File: src/rtl/bus_arbiter.sv
// Two-master round-robin bus arbiter with address decode, slave timeout and
// a one-cycle completion pulse per master.
module bus_arbiter #(
  parameter int TIMEOUT = 8
) (
  input  logic        clk,
  input  logic        reset,
  input  logic        m0_req,
  input  logic [31:0] m0_addr,
  input  logic        m0_we,
  input  logic [3:0]  m0_byteen,
  input  logic [31:0] m0_wdata,
  output logic        m0_ack,
  output logic [31:0] m0_rdata,
  output logic        m0_err,
  input  logic        m1_req,
  input  logic [31:0] m1_addr,
  input  logic        m1_we,
  input  logic [3:0]  m1_byteen,
  input  logic [31:0] m1_wdata,
  output logic        m1_ack,
  output logic [31:0] m1_rdata,
  output logic        m1_err,
  output logic [3:0]  s_sel,
  output logic [31:0] s_addr,
  output logic [31:0] s_wdata,
  output logic [3:0]  s_byteen,
  output logic        s_we,
  input  logic        s_ready,
  input  logic [31:0] s_rdata
);

  localparam int CW = $clog2(TIMEOUT + 1);

  typedef enum logic [1:0] {
    IDLE = 2'd0,
    BUSY = 2'd1,
    ERR  = 2'd2,
    DONE = 2'd3
  } state_t;

  state_t        state_r;
  logic [CW-1:0] cnt_r;
  logic          last_r;
  logic          gnt_r;

  logic          gnt_s;
  logic [31:0]   g_addr_s;
  logic [31:0]   g_wdata_s;
  logic [3:0]    g_byteen_s;
  logic          g_we_s;
  logic [3:0]    dec_s;
  logic          fin_s;
  logic          fin_err_s;
  logic [31:0]   fin_rdata_s;

  // Returns the one-hot slave select, or zero when the access must be rejected.
  function automatic logic [3:0] decode(input logic [31:0] addr, input logic [3:0] be);
    logic [3:0] sel;
    sel = 4'b0000;
    if (be == 4'b0000) begin
      sel = 4'b0000;
    end else if (addr <= 32'h0000_2FFF) begin
      sel = 4'b0001;
    end else if (addr >= 32'h0000_7F00 && addr <= 32'h0000_7F0B) begin
      sel = (be == 4'b1111) ? 4'b0010 : 4'b0000;
    end else if (addr >= 32'h0000_7F10 && addr <= 32'h0000_7F1B) begin
      sel = (be == 4'b1111) ? 4'b0100 : 4'b0000;
    end else if (addr >= 32'h0000_7F20 && addr <= 32'h0000_7F23) begin
      sel = 4'b1000;
    end else begin
      sel = 4'b0000;
    end
    return sel;
  endfunction

  // Grant selection and decode of the winning request.
  always_comb begin
    gnt_s = 1'b0;
    if (m0_req && m1_req) begin
      gnt_s = ~last_r;
    end else begin
      gnt_s = m1_req;
    end
    g_addr_s   = gnt_s ? m1_addr   : m0_addr;
    g_wdata_s  = gnt_s ? m1_wdata  : m0_wdata;
    g_byteen_s = gnt_s ? m1_byteen : m0_byteen;
    g_we_s     = gnt_s ? m1_we     : m0_we;
    dec_s      = decode(g_addr_s, g_byteen_s);
  end

  // Completion of a BUSY cycle; s_ready wins over the timeout on the last cycle.
  always_comb begin
    fin_s       = s_ready || (cnt_r == CW'(TIMEOUT));
    fin_err_s   = 1'b0;
    fin_rdata_s = 32'h0000_0000;
    if (s_ready) begin
      fin_err_s   = 1'b0;
      fin_rdata_s = s_we ? 32'h0000_0000 : s_rdata;
    end else begin
      fin_err_s   = 1'b1;
      fin_rdata_s = 32'h0000_0000;
    end
  end

  // Arbiter FSM with all outputs registered.
  always_ff @(posedge clk) begin
    if (reset) begin
      state_r  <= IDLE;
      cnt_r    <= '0;
      last_r   <= 1'b1;
      gnt_r    <= 1'b0;
      m0_ack   <= 1'b0;
      m0_rdata <= 32'h0000_0000;
      m0_err   <= 1'b0;
      m1_ack   <= 1'b0;
      m1_rdata <= 32'h0000_0000;
      m1_err   <= 1'b0;
      s_sel    <= 4'b0000;
      s_addr   <= 32'h0000_0000;
      s_wdata  <= 32'h0000_0000;
      s_byteen <= 4'b0000;
      s_we     <= 1'b0;
    end else begin
      case (state_r)
        IDLE: begin
          if (m0_req || m1_req) begin
            gnt_r  <= gnt_s;
            last_r <= gnt_s;
            if (dec_s != 4'b0000) begin
              state_r  <= BUSY;
              cnt_r    <= CW'(1);
              s_sel    <= dec_s;
              s_addr   <= g_addr_s;
              s_wdata  <= g_wdata_s;
              s_byteen <= g_byteen_s;
              s_we     <= g_we_s;
            end else begin
              state_r <= ERR;
            end
          end else begin
            state_r <= IDLE;
          end
        end
        BUSY: begin
          if (fin_s) begin
            state_r  <= DONE;
            cnt_r    <= '0;
            s_sel    <= 4'b0000;
            s_addr   <= 32'h0000_0000;
            s_wdata  <= 32'h0000_0000;
            s_byteen <= 4'b0000;
            s_we     <= 1'b0;
            m0_ack   <= ~gnt_r;
            m1_ack   <= gnt_r;
            m0_err   <= ~gnt_r & fin_err_s;
            m1_err   <= gnt_r & fin_err_s;
            m0_rdata <= gnt_r ? 32'h0000_0000 : fin_rdata_s;
            m1_rdata <= gnt_r ? fin_rdata_s : 32'h0000_0000;
          end else begin
            cnt_r <= cnt_r + CW'(1);
          end
        end
        ERR: begin
          state_r  <= DONE;
          m0_ack   <= ~gnt_r;
          m1_ack   <= gnt_r;
          m0_err   <= ~gnt_r;
          m1_err   <= gnt_r;
          m0_rdata <= 32'h0000_0000;
          m1_rdata <= 32'h0000_0000;
        end
        DONE: begin
          state_r  <= IDLE;
          m0_ack   <= 1'b0;
          m1_ack   <= 1'b0;
          m0_err   <= 1'b0;
          m1_err   <= 1'b0;
          m0_rdata <= 32'h0000_0000;
          m1_rdata <= 32'h0000_0000;
        end
        default: begin
          state_r <= IDLE;
        end
      endcase
    end
  end

endmodule

File: config.mk
export PLATFORM = sky130hd
export DESIGN_NAME = bus_arbiter
export DESIGN_NICKNAME = d
export VERILOG_FILES = /design/src/rtl/bus_arbiter.sv
export SDC_FILE = /design/constraint.sdc
export NUM_CORES = 1
export LEC_CHECK = 0
export CAP_MARGIN = 20
export CORE_ASPECT_RATIO = 1.1
export CORE_UTILIZATION = 38
export DETAILED_ROUTE_END_ITERATION = 6
export GPL_ROUTABILITY_DRIVEN = 0
export PLACE_DENSITY = 0.82
export SYNTH_ARGS = -nofsm -noshare
export SYNTH_HDL_FRONTEND = slang
export SYNTH_SLANG_ARGS = --single-unit
File: constraint.sdc
create_clock -name clk -period 2.4 [get_ports clk]
set_input_delay 0.48 -clock clk [delete_from_list [all_inputs] [get_ports clk]]
set_output_delay 0.48 -clock clk [all_outputs]
set_load 0.02 [all_outputs]
After elaboration in Yosys (flattened, before gate mapping)
Cells that the tools add are included.
Widths: inputs -> output; s select.
{"block": "classes", "reduce_logical": 18, "bitwise": 4, "eq_ne": 8, "n_lt_le_gt_ge": 7, "n_mux": 55, "addsub": 1}
{"operator": "$mux 32", "count": 13}
{"operator": "$pmux 32 s2", "count": 4}
{"operator": "$ge 32x15->1 const B", "count": 3}
{"operator": "$le 32x15->1 const B", "count": 3}
{"operator": "$mux 4", "count": 14}
{"operator": "$le 32x14->1 const B", "count": 1}
{"operator": "$pmux 4 s2", "count": 3}
{"operator": "$pmux 1 s3", "count": 4}
{"operator": "$mux 1", "count": 10}
{"operator": "$eq 4x4->1 const B", "count": 2}
{"operator": "$mux 2", "count": 4}
{"operator": "$pmux 2 s4", "count": 1}
{"operator": "$ne 2x2->1 const B", "count": 3}
{"operator": "$reduce_and 2->1", "count": 3}
{"operator": "$add 4x1->4 const B", "count": 1}
{"operator": "$eq 2x2->1 const B", "count": 2}
{"operator": "$logic_and 1x1->1", "count": 4}
{"operator": "$logic_not 4->1", "count": 1}
{"operator": "$reduce_and 4->1", "count": 1}
{"operator": "$reduce_bool 2->1", "count": 2}
{"operator": "$reduce_bool 4->1", "count": 1}
{"operator": "$mux 3", "count": 1}
{"operator": "$reduce_and 3->1", "count": 1}
{"operator": "$reduce_bool 3->1", "count": 1}
{"operator": "7 further kinds", "count": 10}
{"block": "totals", "input_bits": 175, "wordCells": 108, "out_inout_bits": 141, "register_bits": 149}

Depth between registers and ports, before layout
{"block": "depth", "ltp_word": 14, "mapped_depth": 11, "mapped_depth_nobuf": 9}

Least setup slack after synthesis
No wires, ideal clock.
{"block": "synth_timing", "path_kind": "in2reg", "startpoint": "input m1_req", "endpoint": "register s_wdata[10]", "path_slack_ps": -38, "n_path_buf": 2, "setup_ps": 71, "path_stages": 9, "t_required_ps": 2329, "arrival_ps": 2367, "path_cell_list": "a21bo_2 or3_4 a22oi_4 o22ai_1 a211o_1 buf_6 buf_6 a211o_1 a21oi_2"}
{"block": "synth_between", "elab_chain_cells": 13, "word_cells_on_any_way": 32, "cone_classes": "7 x order compare; 3 x eq/ne; 14 x mux; 8 x reduce/logical"}
{"item": "start: declaration", "line": "16", "source": "input logic m1_req,"}
{"item": "$logic_and 1x1->1", "line": "80", "source": "if (m0_req && m1_req) begin"}
{"item": "$mux 1", "line": "80"}
{"item": "$mux 32", "line": "85", "source": "g_addr_s = gnt_s ? m1_addr : m0_addr;"}
{"item": "$ge 32x15->1 / $le 32x15->1 (equally long branches)", "line": "69", "source": "end else if (addr >= 32'h0000_7F20 && addr <= 32'h0000_7F23) begin"}
{"item": "$logic_and 1x1->1", "line": "69"}
{"item": "$mux 4", "line": "69"}
{"item": "$mux 4", "line": "67", "source": "end else if (addr >= 32'h0000_7F10 && addr <= 32'h0000_7F1B) begin"}
{"item": "$mux 4", "line": "65", "source": "end else if (addr >= 32'h0000_7F00 && addr <= 32'h0000_7F0B) begin"}
{"item": "$mux 4", "line": "63", "source": "end else if (addr <= 32'h0000_2FFF) begin"}
{"item": "$mux 4", "line": "61", "source": "if (be == 4'b0000) begin"}
{"item": "$reduce_bool 4->1", "line": "130", "source": "if (dec_s != 4'b0000) begin"}
{"item": "$ne 2x2->1 (no source line)"}
{"item": "$reduce_and 4->1 (no source line)"}
{"item": "end signal: assignment", "line": "135", "source": "s_wdata <= g_wdata_s;"}
{"item": "end: declaration", "line": "26", "source": "output logic [31:0] s_wdata,"}
Parallel ways exist; a longest one is shown, timed or not. The select of a mux whose other input is x is not followed.
A chain may end at the register's enable or synchronous reset.

Final worst setup path
{"block": "layout_timing", "startpoint": "input m1_req", "endpoint": "register s_addr[0]"}
{"block": "layout_between", "elab_chain_cells": 13, "word_cells_on_any_way": 31, "cone_classes": "7 x order compare; 3 x eq/ne; 13 x mux; 8 x reduce/logical"}
{"item": "$logic_and 1x1->1", "line": "80"}
{"item": "$mux 1", "line": "80"}
{"item": "$mux 32", "line": "85"}
{"item": "$ge 32x15->1 / $le 32x15->1 (equally long branches)", "line": "69"}
{"item": "$logic_and 1x1->1", "line": "69"}
{"item": "$mux 4", "line": "69"}
{"item": "$mux 4", "line": "67"}
{"item": "$mux 4", "line": "65"}
{"item": "$mux 4", "line": "63"}
{"item": "$mux 4", "line": "61"}
{"item": "$reduce_bool 4->1", "line": "130"}
{"item": "$ne 2x2->1 (no source line)"}
{"item": "$reduce_and 4->1 (no source line)"}
{"item": "end signal: assignment", "line": "134", "source": "s_addr <= g_addr_s;"}
{"item": "end: declaration", "line": "25", "source": "output logic [31:0] s_addr,"}
Parallel ways exist; a longest one is shown, timed or not. The select of a mux whose other input is x is not followed.

==> load_flow_metrics.sql <==
INSERT INTO impl_metrics (metric_group, metric, value, unit) VALUES
('die', 'die_width', '130', 'µm'),
('setup_path', 'worst_r2r_endpoint', 's_addr[0]$_SDFFE_PP0P_', ''),
('die', 'dieArea', '18500', 'µm²'),
('layout', 'nets', '1328', ''),
('grt', 'first_pass_grt_wire_length', '38.3', 'mm'),
('routing', 'routed_wirelength', '26.8', 'mm'),
('yosys', 'synth.net_count', '983', ''),
('setup_path', 'critical_path_buf_inv_count', '6', ''),
('grt', 'antenna_found_initial', '0', ''),
('sta', 'tns', '-6.64', 'ns'),
('cts', 'max-clock-path-buffers', '2', ''),
('setup_path', 'worst_r2r_startpoint', 'last_r$_SDFFE_PP1P_', ''),
('min_path', 'hold_path.startpoint', 's_addr[17]$_SDFFE_PP0P_', ''),
('outcome', 'status', 'complete, but fails checks', ''),
('place', 'port_buffers', '315', ''),
('sta', 'finalWorstPathRequiredPeriod', '2.60', 'ns'),
('layout', 'layout.cells.most_common', 'sky130_fd_sc_hd__clkdlybuf4s50_1', ''),
('die', 'core_area', '17700', 'µm²'),
('power', 'net_load_switching_power', '2.24', 'mW'),
('layout', 'n_fill_cell', '1345', ''),
('setup_path', 'path_cells', 'dlygate4sd2_1 -> a21boi_4 -> buf_6 -> nand3_4 -> buf_4 -> buf_4 -> o32ai_2 -> nand3b_1 -> a2bb2oi_2 -> nand3b_1 -> buf_6 -> clkbuf_16 -> o22ai_1', ''),
('yosys', 'asyncSetResetFlopFracSynth', '0', '%'),
('layout', 'synthesis_to_finish_area_growth', '74.1', '%'),
('layout', 'sequential_cell_area', '2990', 'µm²'),
('yosys', 'syn_avg_cell_area', '8.53', 'µm²'),
('setup_path', 'timing.critical_path.slowest_stage_cell', 'sky130_fd_sc_hd__a21boi_4', ''),
('power', 'seqPwrFrac', '36.9', '%'),
('layout', 'area_used_by_multi_input_combinational_logic', '3810', 'µm²'),
('sta', 'finalCritPeriodShare', '108', '%'),
('setup_path', 'critical_path_peak_fanout', '5', ''),
('layout', 'insertedDiodeCount', '0', ''),
('yosys', 'netlist_area', '6830', 'µm²'),
('setup_path', 'type_of_element_capturing_the_critical_path', 'flip-flop', ''),
('place', 'detailedPlacementHpwl', '16.2', 'mm'),
('cts', 'tritoncts.num_buffers', '17', ''),
('sta', 'slew-limit-headroom', '58.1', '%'),
('setup_path', 'setup.worst_path.start_class', 'input port', ''),
('routing', 'first_iter_violations', '436', ''),
('cts', 'clkSlewWorstSetupHoldPaths', '0.07', 'ns'),
('routing', 'routed_wire_length_per_instance', '19.2', 'µm'),
('sta', 'rsz0062_at_grt', 'yes', ''),
('layout', 'most-common-layout-cells', 'sky130_fd_sc_hd__clkdlybuf4s50_1, sky130_fd_sc_hd__dfxtp_1, sky130_fd_sc_hd__a21oi_1', ''),
('sta', 'whs', '0.429', 'ns'),
('place', 'dp_worst_setup_slack', '-0.740', 'ns'),
('yosys', 'count_of_flip_flops_with_a_built_in_enable_after_synthesis', '0', ''),
('cts', 'tritoncts', 'done', ''),
('grt', 'largest_net_degree_at_the_start_of_global_routing', '65', ''),
('setup_path', 'crit_path_arrival_time', '2.89', 'ns'),
('min_path', 'timing.hold.worst_path_depth', '2', ''),
('routing', 'drt-pass1-iter-count', '5', ''),
('min_path', 'min_to', 's_addr[17]$_SDFFE_PP0P_', ''),
('yosys', 'postSynth.topFlopCell', 'sky130_fd_sc_hd__dfxtp_1', ''),
('sta', 'finalWorstSetupSlack', '-0.201', 'ns'),
('layout', 'final_cells', '1397', ''),
('place', 'dp_cells', '1339', ''),
('die', 'dieHeight', '143', 'µm'),
('power', 'power_frac_clock', '37.6', '%'),
('power', 'total_power', '7.05', 'mW'),
('setup_path', 'cp.required', '2.69', 'ns'),
('setup_path', 'criticalPathCategory', 'input port to flip-flop', ''),
('routing', 'drc_errors', '0', ''),
('setup_path', 'reg2reg_setup_slack', '-0.17', 'ns'),
('sta', 'final-setup-viol-count', '71', ''),
('die', 'rows', '51', ''),
('layout', 'utilization', '67.2', '%'),
('grt', 'track_usage', '26.5', '%'),
('outcome', 'violations', 'setup timing', ''),
('sta', 'timing_hold_violations_final', '0', ''),
('cts', 'cts_root_buf', 'sky130_fd_sc_hd__clkbuf_16', ''),
('layout', 'drive_above_1_share', '19.0', '%'),
('yosys', 'share_of_the_yosys_chip_area_belonging_to_registers', '43.7', '%');
-- cell usage after synthesis (9+ instances only) --
cell type,number
sky130_fd_sc_hd__nand2_1,76
sky130_fd_sc_hd__inv_1,47
sky130_fd_sc_hd__dfxtp_1,149
sky130_fd_sc_hd__nand3_1,47
sky130_fd_sc_hd__nor4_1,19
sky130_fd_sc_hd__a21oi_2,26
sky130_fd_sc_hd__a21oi_1,85
sky130_fd_sc_hd__o22ai_1,22
sky130_fd_sc_hd__nor3_1,9
sky130_fd_sc_hd__clkbuf_1,56
sky130_fd_sc_hd__mux2i_1,52
sky130_fd_sc_hd__nand4_1,72
sky130_fd_sc_hd__a211o_1,34
sky130_fd_sc_hd__nor2_1,31
-- registers in the layout, summed over array words and instances (netlist names) --
register  count
m0_ack        1
m1_err        1
m0_err        1
cnt_r         4
s_we          1
s_wdata      32
s_addr       32
s_sel         4
state_r       2
gnt_r         1
s_byteen      4
m1_ack        1
m1_rdata     32
last_r        1
m0_rdata     32
-- area by class of cell --
type	instances	share of cell area, %
well taps	238	2.51
inverters	48	1.52
flip-flops and latches	149	25.1
repair buffers	396	33.8
clock inverters	15	1.35
multi-input cells	534	32.1
clock buffers	17	3.58
-- worst max-delay path by stage --
stage	startpoint	end	slack (ns)	depth (start not counted)
6_report	m1_req	s_addr[0]$_SDFFE_PP0P_	-0.20	13
5_1_grt	m1_addr[19]	s_addr[0]$_SDFFE_PP0P_	-0.39	10
4_1_cts	last_r$_SDFFE_PP1P_	s_byteen[3]$_SDFFE_PP0P_	-0.04	11
3_5_place_dp	m1_req	s_wdata[3]$_SDFFE_PP0P_	-0.74	10
3_3_place_gp	m0_req	s_wdata[6]$_SDFFE_PP0P_	-0.68	10
2_1_floorplan	m0_addr[15]	s_wdata[10]$_SDFFE_PP0P_	-0.008	9
-- power groups by stage --
stage / Clock, mW / Combinational (mW) / Sequential, mW
2_1_floorplan: 0 / 0.704 / 2.73
3_3_place_gp: 0 / 1.55 / 2.65
3_5_place_dp: 0 / 1.56 / 2.65
6_report: 2.65 / 1.80 / 2.60
4_1_cts: 2.71 / 1.63 / 2.60
5_1_grt: 2.81 / 1.90 / 2.61
-- repair_timing --
item | 4_1_cts | 5_1_grt
hold buffers | 0 | 0
setup buffers | 11 | 8
gates cloned | 5 | 5
endpoints found under the setup margin | 78 | 77
pin swaps | 11 | 46
resized for setup | 80 | 91
-- cell families (layout without fill, tap and decap cells) --
logic type | Yosys count | after routing | share of synthesized area, %
fa+ha+maj | 7 | 7 | 1.28
compound gates | 199 | 199 | 19.6
flops | 149 | 149 | 43.7
simple gates | 276 | 276 | 20.8
mux | 52 | 52 | 7.62
buf+inv | 118 | 476 | 7.05
-- metal layers --
metal | routed length [µm] | part of all wire, % | vias up | global-route usage, %
met5 | 37 | 0.14 | - | 0
met4 | 1220 | 4.6 | 2 | 13.6
met3 | 2220 | 8.3 | 92 | 9.06
met2 | 13500 | 50 | 382 | 45.4
met1 | 9860 | 37 | 3667 | 28.9
li1 | - | - | 3616 | -
-- worst reg2reg max path, cell delays in order (launching register included) --
cell                        delay [ns]
sky130_fd_sc_hd__dfxtp_4          0.37
sky130_fd_sc_hd__a21boi_4         0.28
sky130_fd_sc_hd__buf_6            0.16
sky130_fd_sc_hd__nand3_4          0.10
sky130_fd_sc_hd__buf_4            0.17
sky130_fd_sc_hd__buf_4            0.14
sky130_fd_sc_hd__o32ai_2          0.31
sky130_fd_sc_hd__nand3b_1         0.14
sky130_fd_sc_hd__a2bb2oi_2        0.19
sky130_fd_sc_hd__nand3b_1         0.15
sky130_fd_sc_hd__buf_6            0.18
sky130_fd_sc_hd__clkbuf_16        0.17
sky130_fd_sc_hd__o22ai_1          0.09
No activity file was read; power rests on OpenSTA's default activity.
